## config.mk

```make
export PLATFORM = sky130hd
export DESIGN_NAME = uart_pkt_decode
export DESIGN_NICKNAME = d
export VERILOG_FILES = /design/src/rtl/uart_pkt_decode.sv
export SDC_FILE = /design/constraint.sdc
export NUM_CORES = 1
export LEC_CHECK = 0
export CAP_MARGIN = 20
export CORE_AREA = 4 4 132 134
export DETAILED_ROUTE_END_ITERATION = 12
export DIE_AREA = 0 0 136 138
export GPL_TIMING_DRIVEN = 0
export PLACE_DENSITY = 0.55
export SYNTH_ARGS = -nofsm -noshare
export SYNTH_HDL_FRONTEND = slang
export SYNTH_SLANG_ARGS = --single-unit
```

## constraint.sdc

```tcl
create_clock -name sys_clk -period 1.9 [get_ports sys_clk]
set_input_delay 0.19 -clock sys_clk [delete_from_list [all_inputs] [get_ports sys_clk]]
set_output_delay 0.19 -clock sys_clk [all_outputs]
set_load 0.01 [all_outputs]
```

## src/rtl/uart_pkt_decode.sv

```systemverilog
// uart_pkt_decode: framed UART command decoder feeding sdram_top.
// Parses header/address/length/payload/XOR packets and drives one command trigger per packet.
//
// Ports:
//   sys_clk, sys_rst_n        clock, async active-low reset
//   uart_flag, uart_data      received byte strobe and data
//   wfifo_full                write FIFO full
//   cmd_ack                   command completed by sdram_top
//   wr_trig, rd_trig          one-cycle command pulses
//   cmd_addr, cmd_len         command address and burst length
//   wfifo_wr_en, wfifo_data   write FIFO push
//   wfifo_clr                 discard write FIFO contents
//   busy                      command outstanding
//   err_pulse, err_code       error strobe and last error code
module uart_pkt_decode #(
    parameter int D_WIDTH     = 8,
    parameter int ADDR_BYTES  = 3,
    parameter int MAX_LEN     = 16,
    parameter int LEN_WIDTH   = 5,
    parameter int TIMEOUT_CYC = 1_500_000
) (
    input  logic                    sys_clk,
    input  logic                    sys_rst_n,
    input  logic                    uart_flag,
    input  logic [D_WIDTH-1:0]      uart_data,
    input  logic                    wfifo_full,
    input  logic                    cmd_ack,
    output logic                    wr_trig,
    output logic                    rd_trig,
    output logic [8*ADDR_BYTES-1:0] cmd_addr,
    output logic [LEN_WIDTH-1:0]    cmd_len,
    output logic                    wfifo_wr_en,
    output logic [D_WIDTH-1:0]      wfifo_data,
    output logic                    wfifo_clr,
    output logic                    busy,
    output logic                    err_pulse,
    output logic [2:0]              err_code
);

    localparam int AW = 8 * ADDR_BYTES;
    localparam int TW = $clog2(TIMEOUT_CYC + 1);

    localparam logic [D_WIDTH-1:0] HDR_WR    = D_WIDTH'(8'h55);
    localparam logic [D_WIDTH-1:0] HDR_RD    = D_WIDTH'(8'hAA);
    localparam logic [D_WIDTH-1:0] MAX_LEN_B = D_WIDTH'(MAX_LEN);
    localparam logic [D_WIDTH-1:0] ADDR_LAST = D_WIDTH'(ADDR_BYTES - 1);
    localparam logic [TW-1:0]      TMO_LAST  = TW'(TIMEOUT_CYC - 1);

    localparam logic [2:0] E_LEN  = 3'd1;
    localparam logic [2:0] E_CSUM = 3'd2;
    localparam logic [2:0] E_TMO  = 3'd3;
    localparam logic [2:0] E_OVF  = 3'd4;
    localparam logic [2:0] E_OVR  = 3'd5;

    typedef enum logic [2:0] {
        S_IDLE,
        S_ADDR,
        S_LEN,
        S_DATA,
        S_CSUM,
        S_WAIT
    } state_t;

    state_t               state_q, state_d;
    logic                 is_wr_q, is_wr_d;
    logic [AW-1:0]        addr_q, addr_d;
    logic [LEN_WIDTH-1:0] len_q, len_d;
    logic [D_WIDTH-1:0]   cnt_q, cnt_d;
    logic [D_WIDTH-1:0]   xor_q, xor_d;
    logic [TW-1:0]        tmo_q, tmo_d;
    logic                 wr_trig_q, wr_trig_d;
    logic                 rd_trig_q, rd_trig_d;
    logic                 push_q, push_d;
    logic [D_WIDTH-1:0]   wdata_q, wdata_d;
    logic                 clr_q, clr_d;
    logic                 busy_q, busy_d;
    logic                 err_pulse_q, err_pulse_d;
    logic [2:0]           err_code_q, err_code_d;
    logic                 running;

    always_comb begin
        state_d     = state_q;
        is_wr_d     = is_wr_q;
        addr_d      = addr_q;
        len_d       = len_q;
        cnt_d       = cnt_q;
        xor_d       = xor_q;
        wr_trig_d   = 1'b0;
        rd_trig_d   = 1'b0;
        push_d      = 1'b0;
        wdata_d     = wdata_q;
        clr_d       = 1'b0;
        err_pulse_d = 1'b0;
        err_code_d  = err_code_q;

        running = (state_q == S_ADDR) || (state_q == S_LEN) ||
                  (state_q == S_DATA) || (state_q == S_CSUM);
        // Any received byte restarts the inter-byte window.
        tmo_d = (uart_flag || !running) ? '0 : tmo_q + TW'(1);

        if (uart_flag) begin
            xor_d = xor_q ^ uart_data;
            unique case (state_q)
                S_IDLE: begin
                    if (uart_data == HDR_WR || uart_data == HDR_RD) begin
                        is_wr_d = (uart_data == HDR_WR);
                        xor_d   = uart_data;
                        cnt_d   = '0;
                        state_d = S_ADDR;
                    end
                end
                S_ADDR: begin
                    addr_d = (addr_q << 8) | AW'(uart_data);
                    cnt_d  = cnt_q + D_WIDTH'(1);
                    if (cnt_q == ADDR_LAST) begin
                        state_d = S_LEN;
                    end
                end
                S_LEN: begin
                    if (uart_data == '0 || uart_data > MAX_LEN_B) begin
                        err_pulse_d = 1'b1;
                        err_code_d  = E_LEN;
                        state_d     = S_IDLE;
                    end else begin
                        len_d   = uart_data[LEN_WIDTH-1:0];
                        cnt_d   = uart_data;
                        state_d = is_wr_q ? S_DATA : S_CSUM;
                    end
                end
                S_DATA: begin
                    if (wfifo_full) begin
                        err_pulse_d = 1'b1;
                        err_code_d  = E_OVF;
                        clr_d       = 1'b1;
                        state_d     = S_IDLE;
                    end else begin
                        push_d  = 1'b1;
                        wdata_d = uart_data;
                        cnt_d   = cnt_q - D_WIDTH'(1);
                        if (cnt_q == D_WIDTH'(1)) begin
                            state_d = S_CSUM;
                        end
                    end
                end
                S_CSUM: begin
                    if (xor_q == uart_data) begin
                        wr_trig_d = is_wr_q;
                        rd_trig_d = !is_wr_q;
                        state_d   = S_WAIT;
                    end else begin
                        err_pulse_d = 1'b1;
                        err_code_d  = E_CSUM;
                        clr_d       = is_wr_q;
                        state_d     = S_IDLE;
                    end
                end
                S_WAIT: begin
                    // Byte is dropped; a simultaneous ack still retires the command.
                    err_pulse_d = 1'b1;
                    err_code_d  = E_OVR;
                    if (cmd_ack) begin
                        state_d = S_IDLE;
                    end
                end
                default: state_d = S_IDLE;
            endcase
        end else if (state_q == S_WAIT && cmd_ack) begin
            state_d = S_IDLE;
        end else if (running && tmo_q == TMO_LAST) begin
            err_pulse_d = 1'b1;
            err_code_d  = E_TMO;
            clr_d       = is_wr_q && (state_q == S_DATA || state_q == S_CSUM);
            state_d     = S_IDLE;
        end

        busy_d = (state_d == S_WAIT);
    end

    always_ff @(posedge sys_clk or negedge sys_rst_n) begin
        if (!sys_rst_n) begin
            state_q     <= S_IDLE;
            is_wr_q     <= 1'b0;
            addr_q      <= '0;
            len_q       <= '0;
            cnt_q       <= '0;
            xor_q       <= '0;
            tmo_q       <= '0;
            wr_trig_q   <= 1'b0;
            rd_trig_q   <= 1'b0;
            push_q      <= 1'b0;
            wdata_q     <= '0;
            clr_q       <= 1'b0;
            busy_q      <= 1'b0;
            err_pulse_q <= 1'b0;
            err_code_q  <= '0;
        end else begin
            state_q     <= state_d;
            is_wr_q     <= is_wr_d;
            addr_q      <= addr_d;
            len_q       <= len_d;
            cnt_q       <= cnt_d;
            xor_q       <= xor_d;
            tmo_q       <= tmo_d;
            wr_trig_q   <= wr_trig_d;
            rd_trig_q   <= rd_trig_d;
            push_q      <= push_d;
            wdata_q     <= wdata_d;
            clr_q       <= clr_d;
            busy_q      <= busy_d;
            err_pulse_q <= err_pulse_d;
            err_code_q  <= err_code_d;
        end
    end

    assign wr_trig     = wr_trig_q;
    assign rd_trig     = rd_trig_q;
    assign cmd_addr    = addr_q;
    assign cmd_len     = len_q;
    assign wfifo_wr_en = push_q;
    assign wfifo_data  = wdata_q;
    assign wfifo_clr   = clr_q;
    assign busy        = busy_q;
    assign err_pulse   = err_pulse_q;
    assign err_code    = err_code_q;

endmodule

```

# Word-level counts from Yosys, hierarchy flattened

Index checks and enable logic that the tools add are counted.

Flip-flop bits (word level): 87
Input port bits: 13
Output and inout bits: 46

Reductions and logical operators: 22
Muxes and demuxes: 47
$add $sub $neg: 3
Equal/unequal tests: 20
Bitwise gates (word level): 4
Order comparisons: 1

Operator list:

| operator              | number |
|---|---|
| $mux 3                | 17 |
| $mux 8                | 5 |
| $pmux 8 s4            | 1 |
| $or 24x8->24          | 1 |
| $add 21x1->21 const B | 1 |
| $eq 21x21->1 const B  | 1 |
| $mux 21               | 1 |
| $mux 1                | 19 |
| $pmux 3 s6            | 1 |
| $pmux 3 s4            | 1 |
| $eq 3x3->1 const B    | 3 |
| $reduce_and 3->1      | 3 |
| $add 8x1->8 const B   | 1 |
| $eq 8x1->1 const B    | 1 |
| $eq 8x2->1 const B    | 1 |
| $eq 8x7->1 const B    | 1 |
| $eq 8x8->1            | 1 |
| $eq 8x8->1 const B    | 1 |
| $gt 8x5->1 const B    | 1 |
| $logic_not 8->1       | 1 |
| $ne 2x2->1 const B    | 4 |
| $sub 8x1->8 const B   | 1 |
| $xor 8x8->8           | 1 |
| $logic_or 1x1->1      | 7 |
| 16 further kinds      | 22 |

# Depth between registers and ports, before layout

Depth in word-level cells: 9
Mapped depth: 8
Depth with buffers taken out: 7

# Least setup slack after synthesis

No wires, ideal clock.

Path type: reg-to-reg
Start point: register tmo_q[0]
End point: register busy_q (netlist: busy)
Required time: 1.780 ns
Stages on the path, launching flop included: 8
Slack: -0.158 ns
Arrival: 1.939 ns
Path through: dfrtp_1 > ha_1 > and4_4 > nand4_1 > or4_4 > and3_1 > a211o_1 > and3b_1

Cells in the longest elaborated chain, start to end: 6

Ends and longest elaborated chain:

| what                   | line | RTL |
|---|---|---|
| start, declared        | 70   | `logic [TW-1:0] tmo_q, tmo_d;` |
| start signal, assigned | 203  | `tmo_q <= tmo_d;` |
| $eq 21x21->1           | 169  | `end else if (running && tmo_q == TMO_LAST) begin` |
| $logic_and 1x1->1      | 169  |  |
| $mux 3                 | 169  |  |
| $mux 3                 | 167  | `end else if (state_q == S_WAIT && cmd_ack) begin` |
| $mux 3                 | 101  | `if (uart_flag) begin` |
| named net state_d[0]   | 64   | `state_t state_q, state_d;` |
| $eq 3x3->1             | 176  | `busy_d = (state_d == S_WAIT);` |
| named net busy_d       | 76   | `logic busy_q, busy_d;` |
| end signal, assigned   | 209  | `busy_q <= busy_d;` |
| end, declared          | 76   |  |

The timed path passes the listed nets, and every way through them passes these cells.
A chain may end at the register's enable or synchronous reset.

# Final worst setup path

Start point: register tmo_q[1]
End point: register busy_q (netlist: busy)

Same word-level chain as after synthesis.

==> impl_metrics.ini <==
[sta]
setup_viol = 3
rsz0062_at_grt = yes
fmax_mhz = 493
period_needed_ns = 2.03
hold-worst-slack_ns = 0.277
slew_viol_final = 0
fin_skew_ns = 0.0128
fin_crit_sh = 1.07
slew_headroom = 0.621
setup_ws_ns = -0.129
tightest_slew_ns = 0.569
hold_violations = 0

[die]
start_util = 0.264
die_h_um = 138
ios = 59
die_width_um = 136
dieArea_um2 = 18800
core_um2 = 16300
rows = 47

[global_route]
grt_max_degree = 70
grt_pass1_wl_mm = 17.9
grt_use_total = 0.119
antenna_found_initial = 0
grt_pass1_vias = 3524
grt_overflow = 0

[worst_setup_path]
end_kind = flop
path_cells = ha_2 -> and4_4 -> nand4_1 -> or4_4 -> and3_4 -> a211o_1 -> and3b_1
critPathSlowestCell = or4_4
worstSetupPathType = reg -> reg
crit_buf_inv = 0
cp.required_ns = 2.13
critPathTopFamily = simple AND/OR/NAND/NOR gates
worstPathArrival_ns = 2.26
path_max_fanout = 4
critPathLaunchType = flop
max_stage_delay_ns = 0.44

[yosys]
synth_seq_cells = 87
synth_cell_types = 48
synth_top_area_frac = 0.506
synth-edff-count = 0
avgSynthCellArea_um2 = 10.4
synth_area_leaders = dfrtp_1 51%, mux2_2 9.9%, nor2_1 4.1%, xor2_1 4.1%, nand2_1 2.9%
synth_area_leader_cell = dfrtp_1
synthFlopType = dfrtp_1
synthTopCellsByCount = 87 x dfrtp_1, 47 x nor2_1, 38 x mux2_2
seq_area_frac_synth = 0.506
synth_warnings = 0
yosysMostFrequentCell = dfrtp_1
syn-cell-area_um2 = 4300
synthCells = 414
async_flop_share = 1.00
synth.net_count = 432

[final_layout]
seq_area_um2 = 2180
num_antenna_cells = 0
multiInputGateArea_um2 = 2130
fillCellCount = 1635
drive_gt1_frac = 0.228
post-route-util = 0.348
stdcell_area_um2 = 5660
synthToLayoutAreaGrowth_pct = 31.6
final_nets = 509

[worst_hold_path]
hold_path.class = in -> async

[status]
status = complete, but fails checks
violations = setup timing

[pwr]
total_power_uw = 6190
peakVddDrop_mv = 0.760
power.leakage_uw = 0.00228
cellPowerDensity_nw_per_um2 = 1090

[detailed_routing]
post_drt_via_cell_ratio = 4.81
ant_nets = 0
drtIter0Drc = 178
drcViolationCount = 0
via_count = 3441
drt-total-wl_mm = 10.7
dr.pass1.iters = 4
post_drt_wl_per_cell_um = 15.0

[placed_design]
place.gp.congestion = 0.862
place_area_um2 = 5110
hpwlAfterDp_mm = 7.48
port_buffers = 50

[clock_tree]
clockBufferDepth = 2
htree_num_levels = 3
cts_root_buf = clkbuf_16
clk_latency_ns = 0.35
cts.reportedPaths.clkPinSlew_ns = 0.06
cts_made_buffers = 9
tritoncts = built
clock_sinks = 87

[run]
drv_cap = 0
## cell type report
cell class / instances / area share
inverters: 9 / 0.00663
clock buffers: 10 / 0.0422
repair buffers: 68 / 0.116
plain buffers: 19 / 0.0172
multi-input cells: 297 / 0.377
flip-flops and latches: 87 / 0.385
clock inverters: 6 / 0.00751
well taps: 220 / 0.0486
## worst paths after layout
| check | from | end | slack [ns] | depth (start not counted) |
|---|---|---|---|---|
| worst max-delay path | tmo_q[1]$_DFF_PN0_ | busy$_DFF_PN0_ | -0.13 | 7 |
| worst min-delay path | sys_rst_n | tmo_q[3]$_DFF_PN0_ | 0.28 | 2 |
| worst max register to register | tmo_q[1]$_DFF_PN0_ | busy$_DFF_PN0_ | -0.13 | 7 |
| worst min register to register | cmd_addr[21]$_DFFE_PN0P_ | cmd_addr[21]$_DFFE_PN0P_ | 0.50 | 1 |
| max in group asynchronous | sys_rst_n | wfifo_wr_en$_DFF_PN0_ | 1.01 | 3 |
| min in group sys_clk | uart_data[1] | xor_q[1]$_DFFE_PN0P_ | 0.35 | 3 |
## power by group
group | switching (µW) | internal [µW] | total (µW)
clock | 743 | 926 | 1670
sequential | 302 | 2220 | 2530
combinational | 915 | 1080 | 1990
total | 1960 | 4230 | 6190
## metrics by stage
step	instances	TNS (ns)	setup slack [ns]
final	716	-0.231	-0.129
after detailed placement	685	-30.45	-0.913
after global placement	684	-254.00	-2.58
after CTS	712	-0.107	-0.107
after floorplan	414	-0.0511	-0.0511
after global routing	716	-0.485	-0.165
## layout by cell type (no fill, tap or decap), types with 3 or more instances in the layout
master and n:
nor4_1 4, clkbuf_1 10, nor2_2 3, nor4_2 3, clkinvlp_4 3, a22o_1 6, and4_1 4, dfrtp_1 85
nor3_1 5, o21ai_0 14, mux2_2 37, a21oi_1 15, clkbuf_16 9, inv_1 8, clkbuf_2 3, mux2i_1 4
nand2_1 31, nand4_1 7, clkdlybuf4s50_1 49, buf_4 19, nor2_1 43, a21oi_2 3, xnor2_1 11, nand3_1 19
o211ai_1 3, a311oi_1 8, nor2b_1 6, ha_1 4, xor2_1 20
## state kept, by name, summed over array words and instances, names as in the netlist
name and flops:
xor_q 8, wfifo_wr_en 1, cmd_addr 24, is_wr_q 1, tmo_q 21, state_q 3
wfifo_data 8, err_pulse 1, rd_trig 1, err_code 3, cmd_len 5, busy 1
wr_trig 1, wfifo_clr 1, cnt_q 8
## cells by family (layout without fill, tap and decap cells)
family                     after synthesis  after routing  share of synthesized area
and+or+nand+nor                        153            153                      0.179
DFF                                     87             87                      0.506
AOI/OAI and AO/OA                       66             66                      0.102
muxes                                   42             42                      0.109
xor gates and xnor gates                31             31                     0.0631
buffers and inverters                   30            112                     0.0270
adders and majority gates                5              5                     0.0145
## layer usage
metal  share of wire  up-vias  global-route usage  wire length [µm]
li1                -     1633                   -                 -
met1            0.45     1704               0.158              4860
met2            0.48       88               0.184              5180
met3           0.043       16              0.0269               463
met4           0.023        0              0.0541               251
met5               0        -                   0                 0
## repair_timing
item,in CTS,in global routing
gates cloned,0,0
resized for setup,22,25
hold buffers,1,0
buffers inserted,11,5
pin swaps,8,6
endpoints found under the setup margin,62,58
endpoints found under the hold margin,18,0
Power figures use the tool's default switching activity.
==> edit 1 (same flow settings) <==
The parameter `LEN_WIDTH` goes from 5 to 7.
--- a/src/rtl/uart_pkt_decode.sv
+++ b/src/rtl/uart_pkt_decode.sv
@@ -18,3 +18,3 @@
     parameter int MAX_LEN     = 16,
-    parameter int LEN_WIDTH   = 5,
+    parameter int LEN_WIDTH   = 7,
     parameter int TIMEOUT_CYC = 1_500_000
Ports: changed (resized cmd_len); port bits go from 59 to 61. No check against the original RTL was run, so the function may have changed too.
==> edit 1 against the original RTL <==
The run still ends with setup timing left; core utilization is 2.2 points higher; setup slack got worse by 0.11 ns; cell count is 3.6% higher; sequential cell count is 2 higher; synthesized area is 6.3% higher; routed wire length up 9.5%; power is 9.2% lower; final area is 6.3% higher; largest cell class is now multi-input gates; largest power group unchanged; highest routed layer unchanged.
==> edit 1: results (changes against the original RTL) <==
Cells and area
  – Multi-input logic area: 2250 sq um (+5.2%)
  – Repair and plain buffers: 103 (+18%)
  – Signal buffers share of area: 0.156 (+0.0234)
  – Clock tree cell share of total cell area: 0.0491 (-0.000639)
  – Number of multi-input logic gates: 306 (+3.0%)
  – Non-Filler Instances: 742 (+3.6%)
  – Final core utilization: 0.369 (+0.0217)
  – Inverter count of the layout excluding clock inverters: 8 (-1)
  – Number of fill cells: 1,587 (-2.9%)
  – Layout net count: 535 (+5.1%)
  – Share of final-layout standard cells stronger than drive strength 1: 0.257 (+0.0289)
  – Flip-flop and latch area: 2230 sq um (+2.2%)

Run status
  – Failing checks: setup timing
  – Status: finished, violations left

STA
  – Worst Setup Slack, final: -0.236 ns (-0.107 ns)
  – Setup violation total in the final timing report: 4 (+1)
  – Final sum of negative setup slack: -0.549 ns (-0.317 ns)
  – Hold Worst Slack: 0.127 ns (-0.149 ns)
  – Setup Skew: 0.00848 ns (-0.00429 ns)
  – Worst slew margin relative to its limit: 0.548 (-0.0730)

Power and ir drop
  – Power spent charging and discharging nets: 1.71 mW (-13%)
  – Total leakage power: 2.53 nW (+11%)
  – Worst vdd rail ir drop: 0.000567 V (-25%)

Place
  – Post-placement worst setup slack: -0.941 ns (-0.0277 ns)
  – Count of buffers inserted at the top-level ports: 52 (+4.0%)
  – Placed cell area: 5400 sq um (+5.7%)
  – Post-detail-place hpwl: 7.96 mm (+6.3%)
  – Global placer's final weighted congestion: 0.799 (-7.3%)

Logic synthesis
  – Largest cells by area after synthesis: sky130_fd_sc_hd__dfrtp_1 49%, sky130_fd_sc_hd__mux2_2 9.1%, sky130_fd_sc_hd__xor2_1 5.4%
  – Most common library cells after synthesis: 89 x sky130_fd_sc_hd__dfrtp_1, 49 x sky130_fd_sc_hd__nor2_1, 37 x sky130_fd_sc_hd__mux2_2
  – Number of different library cells in the post-synthesis netlist: 60 (+25%)
  – Share of synthesized area occupied by flip-flops and latches: 0.487 (-0.0190)
  – Average footprint of a synthesized cell: 10.6 sq um (+1.9%)
  – Warnings, synthesis: 0 (unchanged)
  – Post-Synthesis Net Count: 450 (+4.2%)

Detailed routing
  – Sum of routed wire length over all layers: 11.8 mm (+9.5%)
  – Vias: 3,595 (+4.5%)
  – Number of DRC markers after the initial detailed-route iteration: 219 (+23%)
  – Pre-Repair DR Iteration Count: 4 (unchanged)
  – Amount of wire on met3 after detailed routing: 396 um (-14%)
  – Met1 wire length: 5.44 mm (+12%)
  – Amount of wire on met2 after detailed routing: 5.74 mm (+11%)

Global route
  – Wire length of the first global-routing pass: 19.3 mm (+7.7%)
  – Total global routing track utilization: 0.127 (+0.00807)
  – Vias in the first global route: 3,541 (+0.48%)

Worst setup path
  – Standard cell with the maximum stage delay on the critical path: sky130_fd_sc_hd__or4_4
  – Data arrival time of the critical path: 2.36 ns (+0.10 ns)
  – Crit-path max FO: 6 (+2)
  – Biggest cell delay along the critical path: 0.51 ns (+0.07 ns)
  – Startpoint of the most critical register-to-register path: cnt_q[3]

Worst hold path
  – Hold Crit Class: input port to register

CTS
  – Clock Tree Buf Depth: 2 (unchanged)
==> edit 1: worst max path at each step <==
stage	start	endpoint	slack [ns]
after CTS	cnt_q[4]	busy	-0.33
final	cnt_q[3]	busy	-0.24
after detailed placement	uart_data[4]	err_code[1]	-0.94
after global placement	sys_rst_n	wfifo_wr_en	-2.71
after floorplan	cnt_q[4]	busy	-0.14
after global routing	cnt_q[3]	busy	-0.29
==> edit 1: kinds of logic (layout without fill, tap and decap cells) <==
kind of cell	Yosys count	count (layout)	share of synthesized area
adder cells (fa/ha/maj)	5	5	0.0137
AND/OR/NAND/NOR	161	161	0.189
AO/OA/AOI/OAI	68	68	0.0983
flip-flops	89	89	0.487
XOR/XNOR	33	33	0.0632
multiplexers	39	39	0.0966
buffers and inverters	37	127	0.0523
==> edit 1: routing by layer <==
metal | vias to the layer above | global-route usage
li1 | 1707 | -
met1 | 1794 | 0.171
met2 | 82 | 0.205
met3 | 12 | 0.0185
met4 | 0 | 0.0488
met5 | - | 0
==> edit 1: power groups by stage <==
stage	Sequential, mW	Combinational (mW)	Clock [mW]
detailed placement	2.46	1.34	0
global route	2.48	1.53	1.87
CTS	2.43	1.43	1.81
finish	2.43	1.43	1.77
global placement	2.44	1.31	0
floorplan	2.52	0.584	0
==> edit 1: critical path, delay by kind of cell, from the launching register on <==
family	cells	cell delay, ns
buffers and inverters	1	0.13
AND/OR/NAND/NOR	4	1.03
AO/OA/AOI/OAI	2	0.49
flip-flops	1	0.38
==> edit 1: repair_timing <==
| item | CTS | global route |
|---|---|---|
| setup endpoints to repair | 81 | 53 |
| hold buffers | 1 | 0 |
| hold endpoints to repair | 20 | 0 |
| resized for setup | 28 | 17 |
| pin swaps | 9 | 5 |
| buffers inserted | 15 | 11 |
==> edit 2 (config.mk and constraints unchanged) <==
Without the edit above. Encoding of `state_t`: now one-hot (6 bits for 6 states).
--- a/src/rtl/uart_pkt_decode.sv
+++ b/src/rtl/uart_pkt_decode.sv
@@ -54,9 +54,9 @@
 
-    typedef enum logic [2:0] {
-        S_IDLE,
-        S_ADDR,
-        S_LEN,
-        S_DATA,
-        S_CSUM,
-        S_WAIT
+    typedef enum logic [5:0] {
+        S_IDLE = 6'b000001,
+        S_ADDR = 6'b000010,
+        S_LEN  = 6'b000100,
+        S_DATA = 6'b001000,
+        S_CSUM = 6'b010000,
+        S_WAIT = 6'b100000
     } state_t;
Check against the original RTL: same outputs for any inputs over 4 cycles, from zero or initial values and one cycle with sys_rst_n low; so few cycles prove little.
==> edit 2 against the original RTL <==
The flow still finishes with violations (setup timing); synthesized area rose by 8.3%; critical endpoint unchanged; synthesized cell count grew 9.4%; final area up 13%; sequential share of layout area down 3.1 points; setup slack lost 0.28 ns; first-iteration DRC count grew 61%; routed wire length up 17%; sequential cell count is 3 higher.
Power is not compared: it rests on default switching activity, and its combinational part moved more than twofold at a synthesized area within 25%.
==> edit 2: results (changes against the original RTL) <==
Detailed routing
  – Highest metal used: met4
  – Vias: 3,790 (+10%)
  – Amount of wire on met3 after detailed routing: 423 um (-8.6%)
  – Amount of wire on met2 after detailed routing: 6.34 mm (+22%)
  – Sum of routed wire length over all layers: 12.6 mm (+17%)
  – Number of DRC markers after the initial detailed-route iteration: 287 (+61%)
  – Met1 wire length: 5.57 mm (+15%)

Worst setup path
  – Depth of the worst register-to-register path: 8 (+1)
  – Standard cell with the maximum stage delay on the critical path: sky130_fd_sc_hd__or4b_4
  – Data arrival time of the critical path: 2.54 ns (+0.28 ns)
  – Start point of the critical path: tmo_q[0]
  – Category of the critical setup timing path: register to register
  – Crit-path max FO: 6 (+2)
  – Worst R2R End: busy
  – Biggest cell delay along the critical path: 0.57 ns (+0.13 ns)

Place
  – Post-detail-place hpwl: 8.46 mm (+13%)
  – Post-placement worst setup slack: -0.775 ns (+0.138 ns)
  – Count of buffers inserted at the top-level ports: 51 (+2.0%)
  – Cell count after placement: 725 (+5.8%)
  – Global placer's final weighted congestion: 0.854 (-0.97%)

Logic synthesis
  – Post-Synthesis Net Count: 471 (+9.0%)
  – Average footprint of a synthesized cell: 10.3 sq um (-0.98%)
  – Share of synthesized area occupied by flip-flops and latches: 0.483 (-0.0226)
  – Number of different library cells in the post-synthesis netlist: 71 (+48%)
  – Most common library cells after synthesis: 89 x sky130_fd_sc_hd__dfrtp_1, 50 x sky130_fd_sc_hd__nand2_1, 41 x sky130_fd_sc_hd__nor2_1
  – Largest cells by area after synthesis: sky130_fd_sc_hd__dfrtp_1 48%, sky130_fd_sc_hd__mux2_2 7.0%, sky130_fd_sc_hd__nand2_1 4.0%
  – Warnings, synthesis: 0 (unchanged)

Cells and area
  – Share of final-layout standard cells stronger than drive strength 1: 0.279 (+0.0509)
  – Non-Filler Instances: 769 (+7.4%)
  – Layout net count: 563 (+11%)
  – Number of fill cells: 1,586 (-3.0%)
  – Number of inserted diodes: 0 (unchanged)

CTS
  – H-tree depth: 3 (unchanged)
  – Clk Latency, worst-skew pair: 0.35 ns (about the same)
  – Clock Tree Buf Depth: 2 (unchanged)
  – Root cell of the clock tree: sky130_fd_sc_hd__clkbuf_16
  – Clock-pin transition on the worst setup and hold timing paths: 0.06 ns (about the same)

Power and ir drop
  – Power spent charging and discharging nets: 1.12 mW
  – Total leakage power: 2.71 nW
  – Worst vdd rail ir drop: 0.000429 V

Global route
  – Maximum number of pins on one net before global-route repair: 53 (-24%)
  – Total global routing track utilization: 0.136 (+0.0169)
  – Antenna violations before repair: 0 (unchanged)
  – Wire length of the first global-routing pass: 20.2 mm (+13%)
  – Vias in the first global route: 3,859 (+9.5%)

STA
  – Worst Setup Slack, final: -0.412 ns (-0.283 ns)
  – Setup violation total in the final timing report: 51 (+48)
  – Setup Skew: 0.00609 ns (-0.00668 ns)
  – Worst slew margin relative to its limit: 0.509 (-0.111)

Run status
  – Failing checks: setup timing
  – Status: finished, violations left

Worst hold path
  – Hold Crit Class: input port to register
## edit 2: changes by cell type in the layout (fill, tap and decap cells not counted), moves of 8 or more
cell,unedited run,this run
sky130_fd_sc_hd__and3_1,2,10
sky130_fd_sc_hd__mux2_2,37,27
sky130_fd_sc_hd__o21ai_1,1,11
sky130_fd_sc_hd__buf_6,2,17
sky130_fd_sc_hd__xor2_1,20,12
sky130_fd_sc_hd__nand2_1,31,45
## edit 2: power groups by stage
stage                     registers, mW  logic [mW]  clock network [mW]
after floorplan                    2.08       0.271                   0
final                              2.07       0.479                1.79
after global routing               2.08       0.530                1.92
after CTS                          2.07       0.466                1.85
after detailed placement           2.10       0.426                   0
after global placement             2.09       0.409                   0
## edit 2: stage by stage
step           power [mW]  instance area (sq um)  setup TNS [ns]   util
2_1_floorplan        2.36                   4720           -3.79      -
3_3_place_gp         2.50                   5500         -284.07  0.338
3_5_place_dp         2.52                   5530          -30.04  0.339
4_1_cts              4.39                   6250          -11.55  0.383
5_1_grt              4.53                   6380          -16.05  0.392
6_report             4.34                   6380          -11.86  0.392
## edit 2: metal layers
layer,up-vias,track usage
met4,0,0.0520
li1,1811,-
met5,-,0
met3,19,0.0313
met1,1889,0.174
met2,71,0.222
## edit 2: repair_timing
action                                 CTS  global route
pin swaps                               24             5
gates cloned                             1             1
gates resized for setup                 58            30
setup endpoints to repair               70            71
hold buffers                             1             0
buffers inserted                        23             3
endpoints found under the hold margin   37             0
## edit 2: cell type report
type | instances | area [sq um] | area share
buffer | 24 | 156 | 0.0245
clock inverter | 5 | 62.6 | 0.00980
tap | 220 | 275 | 0.0431
inverter | 11 | 46.3 | 0.00725
clock buffer | 10 | 229 | 0.0359
sequential | 90 | 2260 | 0.354
multi-input combinational | 330 | 2570 | 0.402
timing repair buffer | 79 | 790 | 0.124
## edit 2: tightest hold or removal path: stages
cell,delay [ns]
sky130_fd_sc_hd__buf_2,0.20
sky130_fd_sc_hd__nand2_1,0.09
sky130_fd_sc_hd__nand2_1,0.04
## edit 2: worst min-delay path by stage
stage	from	to	slack, ns	cells past startpoint
after floorplan	sys_rst_n	busy	-0.11	0
after global placement	wfifo_data[7]	wfifo_data[7]	0.46	2
after detailed placement	sys_rst_n	busy	0.23	1
after CTS	uart_data[1]	wfifo_data[1]	0.20	3
after global routing	uart_data[1]	wfifo_data[1]	0.23	3
final	uart_data[1]	wfifo_data[1]	0.22	3
## edit 2: cells by family after synthesis
group	after synthesis	share of synthesized area
simple gates	181	0.208
flops	90	0.483
compound gates	79	0.128
buf+inv	35	0.0317
mux	33	0.0797
xor+xnor	30	0.0564
fa+ha+maj	5	0.0134
